**src/rtl/mem_rr_arbiter_pkg.sv**
```systemverilog
// Shared types for the SDRAM round-robin arbiter: FSM states, the latched command, default sizing.
// Default sizing mirrors main_config (NUM_MEMORY_MASTERS, MEM_ADDR_WIDTH); physical address is fixed at 20 bits.
package mem_rr_arbiter_pkg;

    localparam int NUM_MEMORY_MASTERS  = 16;
    localparam int MEM_ADDR_WIDTH      = 16;
    localparam int MEM_PHYS_ADDR_WIDTH = 20;
    localparam int MEM_DATA_WIDTH      = 16;

    typedef enum logic [1:0] {
        IDLE    = 2'd0,
        ISSUE   = 2'd1,
        WAIT_RD = 2'd2
    } mem_arb_state_t;

    typedef struct packed {
        logic                           we;
        logic [MEM_PHYS_ADDR_WIDTH-1:0] addr;
        logic [MEM_DATA_WIDTH-1:0]      wdata;
    } mem_arb_cmd_t;

endpackage

```
**src/rtl/mem_rr_arbiter_picker.sv**
```systemverilog
// Purpose: round-robin pick of the first set request searching upward from last+1, wrapping.
// Latency: purely combinational. Backpressure: none; the caller decides when to consume the pick.
module rr_priority_picker #(
    parameter int N  = 16,
    parameter int IW = $clog2(N)
) (
    input  logic [N-1:0]  req,
    input  logic [IW-1:0] last,
    output logic [IW-1:0] idx,
    output logic          found
);

    logic [IW-1:0] start;
    logic [IW-1:0] offset;
    logic [N-1:0]  rot;

    // N is a power of two, so IW-bit additions wrap modulo N for free.
    always_comb begin
        start  = last + IW'(1);
        rot    = '0;
        offset = '0;
        for (int i = 0; i < N; i++) begin
            rot[i] = req[start + IW'(i)];
        end
        for (int i = N - 1; i >= 0; i--) begin
            if (rot[i]) begin
                offset = IW'(i);
            end
        end
        found = |rot;
        idx   = start + offset;
    end

endmodule

```
**src/rtl/mem_rr_arbiter.sv**
```systemverilog
// Purpose: round-robin sharing of one SDRAM command port, one command outstanding; MEM_ARB_WATCHDOG_EN adds a timeout.
// Latency: request->mem_req 1 cycle, accept/read data->ack 1 cycle. Backpressure: holds command until mem_ready_i.
module mem_rr_arbiter
    import mem_rr_arbiter_pkg::*;
#(
    parameter int NUM_MASTERS = NUM_MEMORY_MASTERS,
    parameter int ADDR_WIDTH  = MEM_ADDR_WIDTH,
    parameter int DATA_WIDTH  = 16,
    parameter int TIMEOUT     = 255
) (
    input  logic                                      clk_i,
    input  logic                                      srst_i,
    input  logic [NUM_MASTERS-1:0]                    req_i,
    input  logic [NUM_MASTERS-1:0]                    we_i,
    input  logic [NUM_MASTERS*ADDR_WIDTH-1:0]         addr_i,
    input  logic [NUM_MASTERS*DATA_WIDTH-1:0]         wdata_i,
    output logic [NUM_MASTERS-1:0]                    ack_o,
    output logic [NUM_MASTERS-1:0]                    rvalid_o,
    output logic [DATA_WIDTH-1:0]                     rdata_o,
    output logic [NUM_MASTERS-1:0]                    err_o,
    output logic                                      mem_req_o,
    output logic                                      mem_we_o,
    output logic [ADDR_WIDTH+$clog2(NUM_MASTERS)-1:0] mem_addr_o,
    output logic [DATA_WIDTH-1:0]                     mem_wdata_o,
    input  logic                                      mem_ready_i,
    input  logic                                      mem_rvalid_i,
    input  logic [DATA_WIDTH-1:0]                     mem_rdata_i
);

    localparam int IW  = $clog2(NUM_MASTERS);
    localparam int PAW = ADDR_WIDTH + IW;

    mem_arb_state_t         state_q, state_d;
    mem_arb_cmd_t           cmd_q;
    logic [IW-1:0]          gnt_q, last_q, pick_idx;
    logic                   pick_found, load;
    logic [NUM_MASTERS-1:0] eligible;
    logic [NUM_MASTERS-1:0] ack_q, ack_d, rvalid_q, rvalid_d;
    logic [DATA_WIDTH-1:0]  rdata_q, rdata_d;
    logic                   mem_req_q;
    logic [ADDR_WIDTH-1:0]  addr_arr  [NUM_MASTERS];
    logic [DATA_WIDTH-1:0]  wdata_arr [NUM_MASTERS];

    always_comb begin
        for (int i = 0; i < NUM_MASTERS; i++) begin
            addr_arr[i]  = addr_i[i*ADDR_WIDTH +: ADDR_WIDTH];
            wdata_arr[i] = wdata_i[i*DATA_WIDTH +: DATA_WIDTH];
        end
    end

    // A master whose ack is visible this cycle may still hold req_i; keep it out.
    assign eligible = req_i & ~ack_q;

    rr_priority_picker #(.N(NUM_MASTERS), .IW(IW)) u_picker (
        .req   (eligible),
        .last  (last_q),
        .idx   (pick_idx),
        .found (pick_found)
    );

`ifdef MEM_ARB_WATCHDOG_EN
    localparam int CW = $clog2(TIMEOUT + 1);
    logic [CW-1:0]          wd_cnt_q;
    logic                   wd_hit;
    logic [NUM_MASTERS-1:0] err_q, err_d;

    assign wd_hit = (state_q != IDLE) && (wd_cnt_q == CW'(TIMEOUT));

    always_ff @(posedge clk_i) begin
        if (srst_i || load) begin
            wd_cnt_q <= '0;
        end else if (state_q != IDLE && wd_cnt_q != CW'(TIMEOUT)) begin
            wd_cnt_q <= wd_cnt_q + CW'(1);
        end
    end

    always_ff @(posedge clk_i) begin
        if (srst_i) begin
            err_q <= '0;
        end else begin
            err_q <= err_d;
        end
    end

    assign err_o = err_q;
`else
    assign err_o = '0;
`endif

    always_comb begin
        state_d  = state_q;
        load     = 1'b0;
        ack_d    = '0;
        rvalid_d = '0;
        rdata_d  = '0;
`ifdef MEM_ARB_WATCHDOG_EN
        err_d    = '0;
`endif
        case (state_q)
            IDLE: begin
                if (pick_found) begin
                    load    = 1'b1;
                    state_d = ISSUE;
                end
            end
            // mem_req_o is high throughout ISSUE, so mem_ready_i alone completes the handshake.
            ISSUE: begin
                if (mem_ready_i) begin
                    if (cmd_q.we) begin
                        ack_d[gnt_q] = 1'b1;
                        state_d      = IDLE;
                    end else begin
                        state_d = WAIT_RD;
                    end
                end
`ifdef MEM_ARB_WATCHDOG_EN
                else if (wd_hit) begin
                    ack_d[gnt_q] = 1'b1;
                    err_d[gnt_q] = 1'b1;
                    state_d      = IDLE;
                end
`endif
            end
            WAIT_RD: begin
                if (mem_rvalid_i) begin
                    ack_d[gnt_q]    = 1'b1;
                    rvalid_d[gnt_q] = 1'b1;
                    rdata_d         = mem_rdata_i;
                    state_d         = IDLE;
                end
`ifdef MEM_ARB_WATCHDOG_EN
                else if (wd_hit) begin
                    ack_d[gnt_q] = 1'b1;
                    err_d[gnt_q] = 1'b1;
                    state_d      = IDLE;
                end
`endif
            end
            default: state_d = IDLE;
        endcase
    end

    always_ff @(posedge clk_i) begin
        if (srst_i) begin
            state_q <= IDLE;
        end else begin
            state_q <= state_d;
        end
    end

    always_ff @(posedge clk_i) begin
        if (srst_i) begin
            last_q    <= IW'(NUM_MASTERS - 1);
            gnt_q     <= '0;
            cmd_q     <= '0;
            ack_q     <= '0;
            rvalid_q  <= '0;
            rdata_q   <= '0;
            mem_req_q <= 1'b0;
        end else begin
            ack_q     <= ack_d;
            rvalid_q  <= rvalid_d;
            rdata_q   <= rdata_d;
            mem_req_q <= (state_d == ISSUE);
            if (load) begin
                gnt_q       <= pick_idx;
                last_q      <= pick_idx;
                cmd_q.we    <= we_i[pick_idx];
                cmd_q.addr  <= MEM_PHYS_ADDR_WIDTH'({pick_idx, addr_arr[pick_idx]});
                cmd_q.wdata <= MEM_DATA_WIDTH'(wdata_arr[pick_idx]);
            end
        end
    end

    assign ack_o       = ack_q;
    assign rvalid_o    = rvalid_q;
    assign rdata_o     = rdata_q;
    assign mem_req_o   = mem_req_q;
    assign mem_we_o    = cmd_q.we;
    assign mem_addr_o  = cmd_q.addr[PAW-1:0];
    assign mem_wdata_o = cmd_q.wdata[DATA_WIDTH-1:0];

endmodule
```
**config.mk**
```make
export PLATFORM = sky130hd
export DESIGN_NAME = mem_rr_arbiter
export DESIGN_NICKNAME = d
export VERILOG_FILES = /design/src/rtl/mem_rr_arbiter_pkg.sv /design/src/rtl/mem_rr_arbiter_picker.sv /design/src/rtl/mem_rr_arbiter.sv
export SDC_FILE = /design/constraint.sdc
export NUM_CORES = 1
export LEC_CHECK = 0
export BUFFER_PORTS_ARGS = -buffer_cell sky130_fd_sc_hd__buf_2
export CAP_MARGIN = 5
export CORE_AREA = 2 2 262 264
export DETAILED_ROUTE_END_ITERATION = 10
export DIE_AREA = 0 0 264 266
export PLACE_DENSITY_LB_ADDON = 0.05
export SLEW_MARGIN = 20
export SYNTH_ARGS = -nofsm -noshare
export SYNTH_HDL_FRONTEND = slang
export SYNTH_HIERARCHICAL = 1
export SYNTH_SLANG_ARGS = --single-unit
export TNS_END_PERCENT = 1
```
**constraint.sdc**
```tcl
create_clock -name clk_i -period 5.87 [get_ports clk_i]
set_clock_uncertainty 0.2 [all_clocks]
set_input_delay 0.587 -clock clk_i [delete_from_list [all_inputs] [get_ports clk_i]]
set_output_delay 0.587 -clock clk_i [all_outputs]
set_load 0.05 [all_outputs]
```
Word level (Yosys, flattened, before mapping) --
Index checks and enable logic that the tools add are counted.
Storage, ports and cells: bits in registers 96, bits of input ports 564, output and inout bits 102, logic and storage cells 129
Operators by class: $add $sub $neg 17, order comparisons 20, eq/ne operators 3, muxes and demuxes 69, bitwise logic cells 5, reduce and logical (&&, ||, !) cells 5
Operators with widths (number):
- 16-bit binary-select mux with 4-bit select | 2
- 16-bit two-way mux | 7
- 4-bit by 5-bit less-than comparator with 1-bit output (second input constant) | 18
- 1-bit binary-select mux with 4-bit select | 17
- 4-bit two-way mux | 16
- 4-bit adder (second input constant) | 8
- 16-bit one-hot mux with 2 select lines | 1
- 1-bit two-way mux | 20
- 4-bit by 3-bit adder with 4-bit output (second input constant) | 4
- 16-bit AND | 1
- 16-bit NOT | 1
- 16-bit OR reduction | 1
- 4-bit by 1-bit adder with 4-bit output (second input constant) | 2
- 4-bit by 2-bit adder with 4-bit output (second input constant) | 2
- 2-bit two-way mux | 4
- 2-bit one-hot mux with 3 select lines | 1
- 5-bit >= comparator (second input constant) | 1
- 4-bit NOT with 5-bit output | 1
- 4-bit adder | 1
- 1-bit demux with 4-bit select | 1
- 2-bit by 1-bit == test with 1-bit output (second input constant) | 2
- 4-bit by 1-bit >= comparator with 1-bit output (second input constant) | 1
- 3-bit OR reduction | 1
- 2-bit == test (second input constant) | 1
- other kinds (4) | 5

Longest topological paths before layout --
word-level depth 25, depth in mapped cells 26, mapped depth without buffers 19

Modules after synthesis --
The synthesis kept the hierarchy.
By module, submodules not included:
- mem_rr_arbiter | sequential area each 1841.8 um^2, area an instance 7379.6 um^2, cells each 838, times used 1
- rr_priority_picker | sequential area each 0.0 um^2, area an instance 1759.2 um^2, cells each 191, times used 1

Worst setup path before layout --
No wires, ideal clock.
kind register to register, start reg last_q[0], end reg cmd_q, in the netlist mem_addr_o[0], path slack 0.741 ns, library setup time 0.117 ns, stages on the path, launching flop included 24, period minus slack after synthesis 5.129 ns, required time 5.553 ns, arrival 4.812 ns, path buffers 7, path through dfxtp_1 buf_2 inv_1 ha_1 buf_6 buf_12 buf_12 buf_2 mux4_1 mux4_1 nor2_1 a311oi_1 o21a_1 ha_1 a21o_1 a21oi_1 xor2_1 xnor2_1 nor2b_1 buf_4 buf_2 a22oi_1 a32oi_1 nand2_1
Between the ends: word-level cells in the longest chain between the ends 25, elaborated cells between the ends (all ways) 72, classes of those cells add/sub (17); mux (53); bitwise (1); reduce/logical (1)
RTL lines:
- from (decl) | line mem_rr_arbiter.sv:35 | logic [IW-1:0] gnt_q, last_q, pick_idx;
- from (signal assigned) | line mem_rr_arbiter.sv:153 | last_q <= IW'(NUM_MASTERS - 1);
- from (signal assigned) | line mem_rr_arbiter.sv:167 | last_q <= pick_idx;
- 4-bit by 1-bit adder with 4-bit output (*) | line mem_rr_arbiter_picker.sv:19 | start = last + IW'(1);
- 4-bit adder | line mem_rr_arbiter_picker.sv:23 | rot[i] = req[start + IW'(i)];
- 1-bit binary-select mux with 4-bit select | line mem_rr_arbiter_picker.sv:23
- 1-bit two-way mux (not written as such) | line mem_rr_arbiter_picker.sv:23
- 4-bit two-way mux (16 in series) | line mem_rr_arbiter_picker.sv:26 | if (rot[i]) begin
- 4-bit adder (*) | line mem_rr_arbiter_picker.sv:31 | idx = start + offset;
- via pick_idx[3] | line mem_rr_arbiter.sv:35
- 4-bit NOT with 5-bit output (not written as such) (*) | line mem_rr_arbiter.sv:169 | cmd_q.addr <= MEM_PHYS_ADDR_WIDTH'({pick_idx, addr_arr[pick_idx]});
- 16-bit binary-select mux with 4-bit select (*) | line mem_rr_arbiter.sv:169
- 16-bit two-way mux (not written as such) (*) (2 in series) | line mem_rr_arbiter.sv:169
- to (decl) | line mem_rr_arbiter.sv:34 | mem_arb_cmd_t cmd_q;
The timed path passes the listed nets; every way through them passes the cells marked *. The select of a mux whose other input is x is not followed. A chain may end at the register's enable or synchronous reset.

Worst setup path in the final report --
start reg last_q[0], end reg cmd_q, in the netlist mem_wdata_o[3]
Between the ends: word-level cells in the longest chain between the ends 25, elaborated cells between the ends (all ways) 72, classes of those cells add/sub (17); mux (53); bitwise (1); reduce/logical (1)
RTL lines:
- 4-bit by 1-bit adder with 4-bit output (*) | line mem_rr_arbiter_picker.sv:19
- 4-bit adder | line mem_rr_arbiter_picker.sv:23
- 1-bit binary-select mux with 4-bit select | line mem_rr_arbiter_picker.sv:23
- 1-bit two-way mux (not written as such) | line mem_rr_arbiter_picker.sv:23
- 4-bit two-way mux (16 in series) | line mem_rr_arbiter_picker.sv:26
- 4-bit adder (*) | line mem_rr_arbiter_picker.sv:31
- via pick_idx[2] | line mem_rr_arbiter.sv:35
- 4-bit NOT with 5-bit output (not written as such) (*) | line mem_rr_arbiter.sv:170 | cmd_q.wdata <= MEM_DATA_WIDTH'(wdata_arr[pick_idx]);
- 16-bit binary-select mux with 4-bit select (*) | line mem_rr_arbiter.sv:170
- 16-bit two-way mux (not written as such) (*) (2 in series) | line mem_rr_arbiter.sv:170
Marks and branches as above.

==> reports/results.tsv <==
metric	value	unit
tritoncts	built	
rsz_0062_raised_after_global_routing	true	
synthDistinctLibCells	65	
ctsRootBufferMaster	sky130_fd_sc_hd__clkbuf_16	
setup_tns_after_final_layout	0	ps
final.min_clock_period	5550	ps
post_synth_xor_area_fraction	1.48	%
grt-ovfl-total	0	
floorplan.initialDensity	13.5	%
crit_arrival	5640	ps
antenna_found_initial	29	
drt-wirelength-per-cell	24.0	um
coreArea	67700	sq um
clock_latency_reported_for_the_late_side_of_the_worst_skew_pair	380	ps
num_rows	96	
timing.critical_path.to_type	register	
finalSetupViolations	0	
ys_warn_count	6	
worstHoldPathType	primary input to register	
layout_common_cells	sky130_fd_sc_hd__buf_2 (649), sky130_fd_sc_hd__mux2i_1 (281), sky130_fd_sc_hd__a22oi_1 (95), sky130_fd_sc_hd__dfxtp_1 (92), sky130_fd_sc_hd__nand2_1 (84)	
hold_end	rdata_o[6]	
worstPathCellList	inv_1 > ha_1 > buf_12 > a21boi_0 > o21a_1 > o311ai_2 > buf_4 > mux4_2 > and2_1 > o21ai_0 > nand3_1 > o22ai_1 > ha_1 > inv_1 > fa_1 > xnor2_4 > buf_12 > buf_12 > buf_4 > mux2i_4 > buf_4 > a22oi_1 > nand3_1 > nand2_1	
hold-path-cell-count	2	
finish.net_count	2242	
timing.final.max_slew_violations	0	
synth_edf_count	0	
cts_sinks	92	
synthMuxAreaShare	37.6	%
critical_path_peak_fanout	36	
port_buffers	649	
synth_top_flop_cell	sky130_fd_sc_hd__dfxtp_1	
syn-instance-count	1029	
die-area	70200	sq um
ant_nets	0	
cts_htree_levels	3	
multi_input_comb_area	6690	sq um
layout-area-overhead-vs-synth	53.7	%
final.period_utilization	94.5	%
cts.clk_slew.worst_paths	90	ps
reg2regPathDepth	24	
mappedNetlistArea	9140	sq um
compound_cell_area_share_of_the_yosys_netlist	17.1	%
detail_route.vias_per_cell	4.17	
post_route_cells_drive_above_1_share	46.4	%
setup_repair_bufs_after_cts	0	
firstDrtPassIters	5	
path_buf_inv	8	
slowest_delay	510	ps
slowest_cell_on_crit_path	sky130_fd_sc_hd__fa_1	
flip_flop_and_latch_count_after_synthesis	92	
maxCapViolCount	0	
grt_first_pass_wirelength	84.8	mm
worstSetupStartpointType	register	
boundaryPins	666	
final.setup.worst_slack	322	ps
placed_wire_length_estimate_after_detailed_placement	52.4	mm
syn_avg_cell_area	8.88	sq um
number_of_drc_markers_in_iteration_0	485	
run_status	completed	
finalHoldViolCount	0	
r2r_setup_slack	320	ps
leading_cell_type_in_the_layout_fill_and_taps_excluded	sky130_fd_sc_hd__buf_2	
global_route.usage.total	17.0	%
dpl_worst_slack	-69.4	ps
tightestPinTransition	684	ps
synth-async-reset-ratio	0	%
critical_path_required	5960	ps
path_class	register to register	
post_synth_fa_ha_maj_area_fraction	1.45	%
min_from	mem_rdata_i[6]	
gpl.final_weighted_congestion	0.905	
max_clock_freq	0.180	GHz
horizontal_die_dimension	264	um
route.detailed.drc	0	
startpoint_of_the_worst_slack_reg_to_reg_timing_path	last_q[0]	
largest_net_degree_at_the_start_of_global_routing	66	
cts_buffer_depth	2	
routed-via-count	10728	
synth-simple-area-share	13.9	%
yosysSeqAreaShare	20.2	%
regArea	1840	sq um
crit_family	buffers and inverters	
main_combinational_cell_family_by_area_after_synthesis	multiplexers	
number_of_global_route_vias_before_repair	11488	
worstReg2RegEnd	mem_wdata_o[3]	
holdBufCountCts	0	
wl	61.7	mm
timing.max_slew.rel_slack	54.3	%
filler_cell_count	7767	
cts_inserted_buffers	9	
die_height	266	um
## layout make-up
type | count | area share, %
Inverter | 23 | 0.615
Clock inverter | 7 | 0.570
Sequential cell | 92 | 13.1
Timing Repair Buffer | 716 | 28.3
Multi-Input combinational cell | 826 | 47.6
Tap cell | 882 | 7.86
Antenna cell | 16 | 0.285
Clock buffer | 9 | 1.60
## metrics by stage
stage               utilization [%]  hold slack (ps)  instances  cell area [sq um]
finish                         20.7              196       2571              14000
global route                   20.7              178       2569              14000
CTS                            20.6              157       2555              14000
detailed placement             20.1              246       2539              13600
global placement               20.1              244       2539              13600
floorplan                         -              263       1044               9200
## cells in the mapped netlist (3+ instances only)
master | n | share of area (%)
sky130_fd_sc_hd__buf_1 | 3 | 0.12
sky130_fd_sc_hd__ha_1 | 9 | 1.2
sky130_fd_sc_hd__a21oi_1 | 49 | 2.7
sky130_fd_sc_hd__nand3_1 | 45 | 2.5
sky130_fd_sc_hd__nor3_1 | 11 | 0.60
sky130_fd_sc_hd__mux4_2 | 10 | 2.5
sky130_fd_sc_hd__nand2b_1 | 10 | 0.68
sky130_fd_sc_hd__a32oi_1 | 33 | 3.2
sky130_fd_sc_hd__mux2_2 | 8 | 0.99
sky130_fd_sc_hd__xnor2_2 | 4 | 0.71
sky130_fd_sc_hd__and2_1 | 18 | 1.2
sky130_fd_sc_hd__o211ai_1 | 5 | 0.41
sky130_fd_sc_hd__clkbuf_1 | 20 | 0.82
sky130_fd_sc_hd__buf_4 | 37 | 3.0
sky130_fd_sc_hd__o21a_1 | 3 | 0.25
sky130_fd_sc_hd__o22ai_1 | 3 | 0.21
sky130_fd_sc_hd__dfxtp_1 | 92 | 20
sky130_fd_sc_hd__nand3b_1 | 6 | 0.49
sky130_fd_sc_hd__buf_6 | 9 | 1.1
sky130_fd_sc_hd__a22oi_1 | 97 | 8.0
sky130_fd_sc_hd__nor2b_1 | 22 | 1.5
sky130_fd_sc_hd__xnor2_1 | 6 | 0.58
sky130_fd_sc_hd__mux4_1 | 11 | 3.2
sky130_fd_sc_hd__buf_2 | 31 | 1.7
sky130_fd_sc_hd__nand2_1 | 84 | 3.5
sky130_fd_sc_hd__o21ai_0 | 5 | 0.27
sky130_fd_sc_hd__nor2_1 | 45 | 1.8
sky130_fd_sc_hd__mux2i_1 | 283 | 31
sky130_fd_sc_hd__inv_1 | 22 | 0.90
## metal layers
| layer | vias to the layer above | routed length, um | GRT usage [%] |
|---|---|---|---|
| li1 | 5152 | - | - |
| met2 | 388 | 31200 | 29.8 |
| met3 | 71 | 3530 | 4.26 |
| met5 | - | 102 | 0 |
| met1 | 5101 | 25600 | 20.0 |
| met4 | 16 | 1240 | 5.93 |
## logic make-up (layout without fill, tap and decap cells)
kind of cell             count (synthesis)  in the layout
AO/OA/AOI/OAI                          217            217
XOR/XNOR                                12             12
adder cells (fa/ha/maj)                 10             10
buffers and inverters                  126            755
flip-flops                              92             92
multiplexers                           312            312
other                                    1             32
AND/OR/NAND/NOR                        259            259
## flip-flops by register name, indices dropped and copies added, names as in the netlist
register,count
ack_o,16
last_q,4
mem_addr_o,20
mem_req_o,1
mem_wdata_o,16
mem_we_o,1
rdata_o,16
rvalid_o,16
state_q,2
## how the worst max path moves through the flow
stage | startpoint | endpoint | slack [ps] | depth (start not counted)
4_1_cts | last_q[1] | mem_addr_o[8] | 0.9 | 23
6_report | last_q[0] | mem_wdata_o[3] | 320 | 24
3_5_place_dp | last_q[0] | mem_wdata_o[0] | -70 | 21
3_3_place_gp | last_q[1] | mem_addr_o[8] | -80 | 23
5_1_grt | last_q[0] | mem_addr_o[8] | -40 | 23
2_1_floorplan | last_q[0] | mem_addr_o[0] | 740 | 23
## timing repair
item | in CTS | in global routing
gates resized for setup | 1 | 7
endpoints found under the setup margin | 1 | 21
pin swaps | 0 | 1
Power is left out: the tool's default activity adds up to more than one toggle a clock period on the data nets, which glitch-free logic cannot reach.
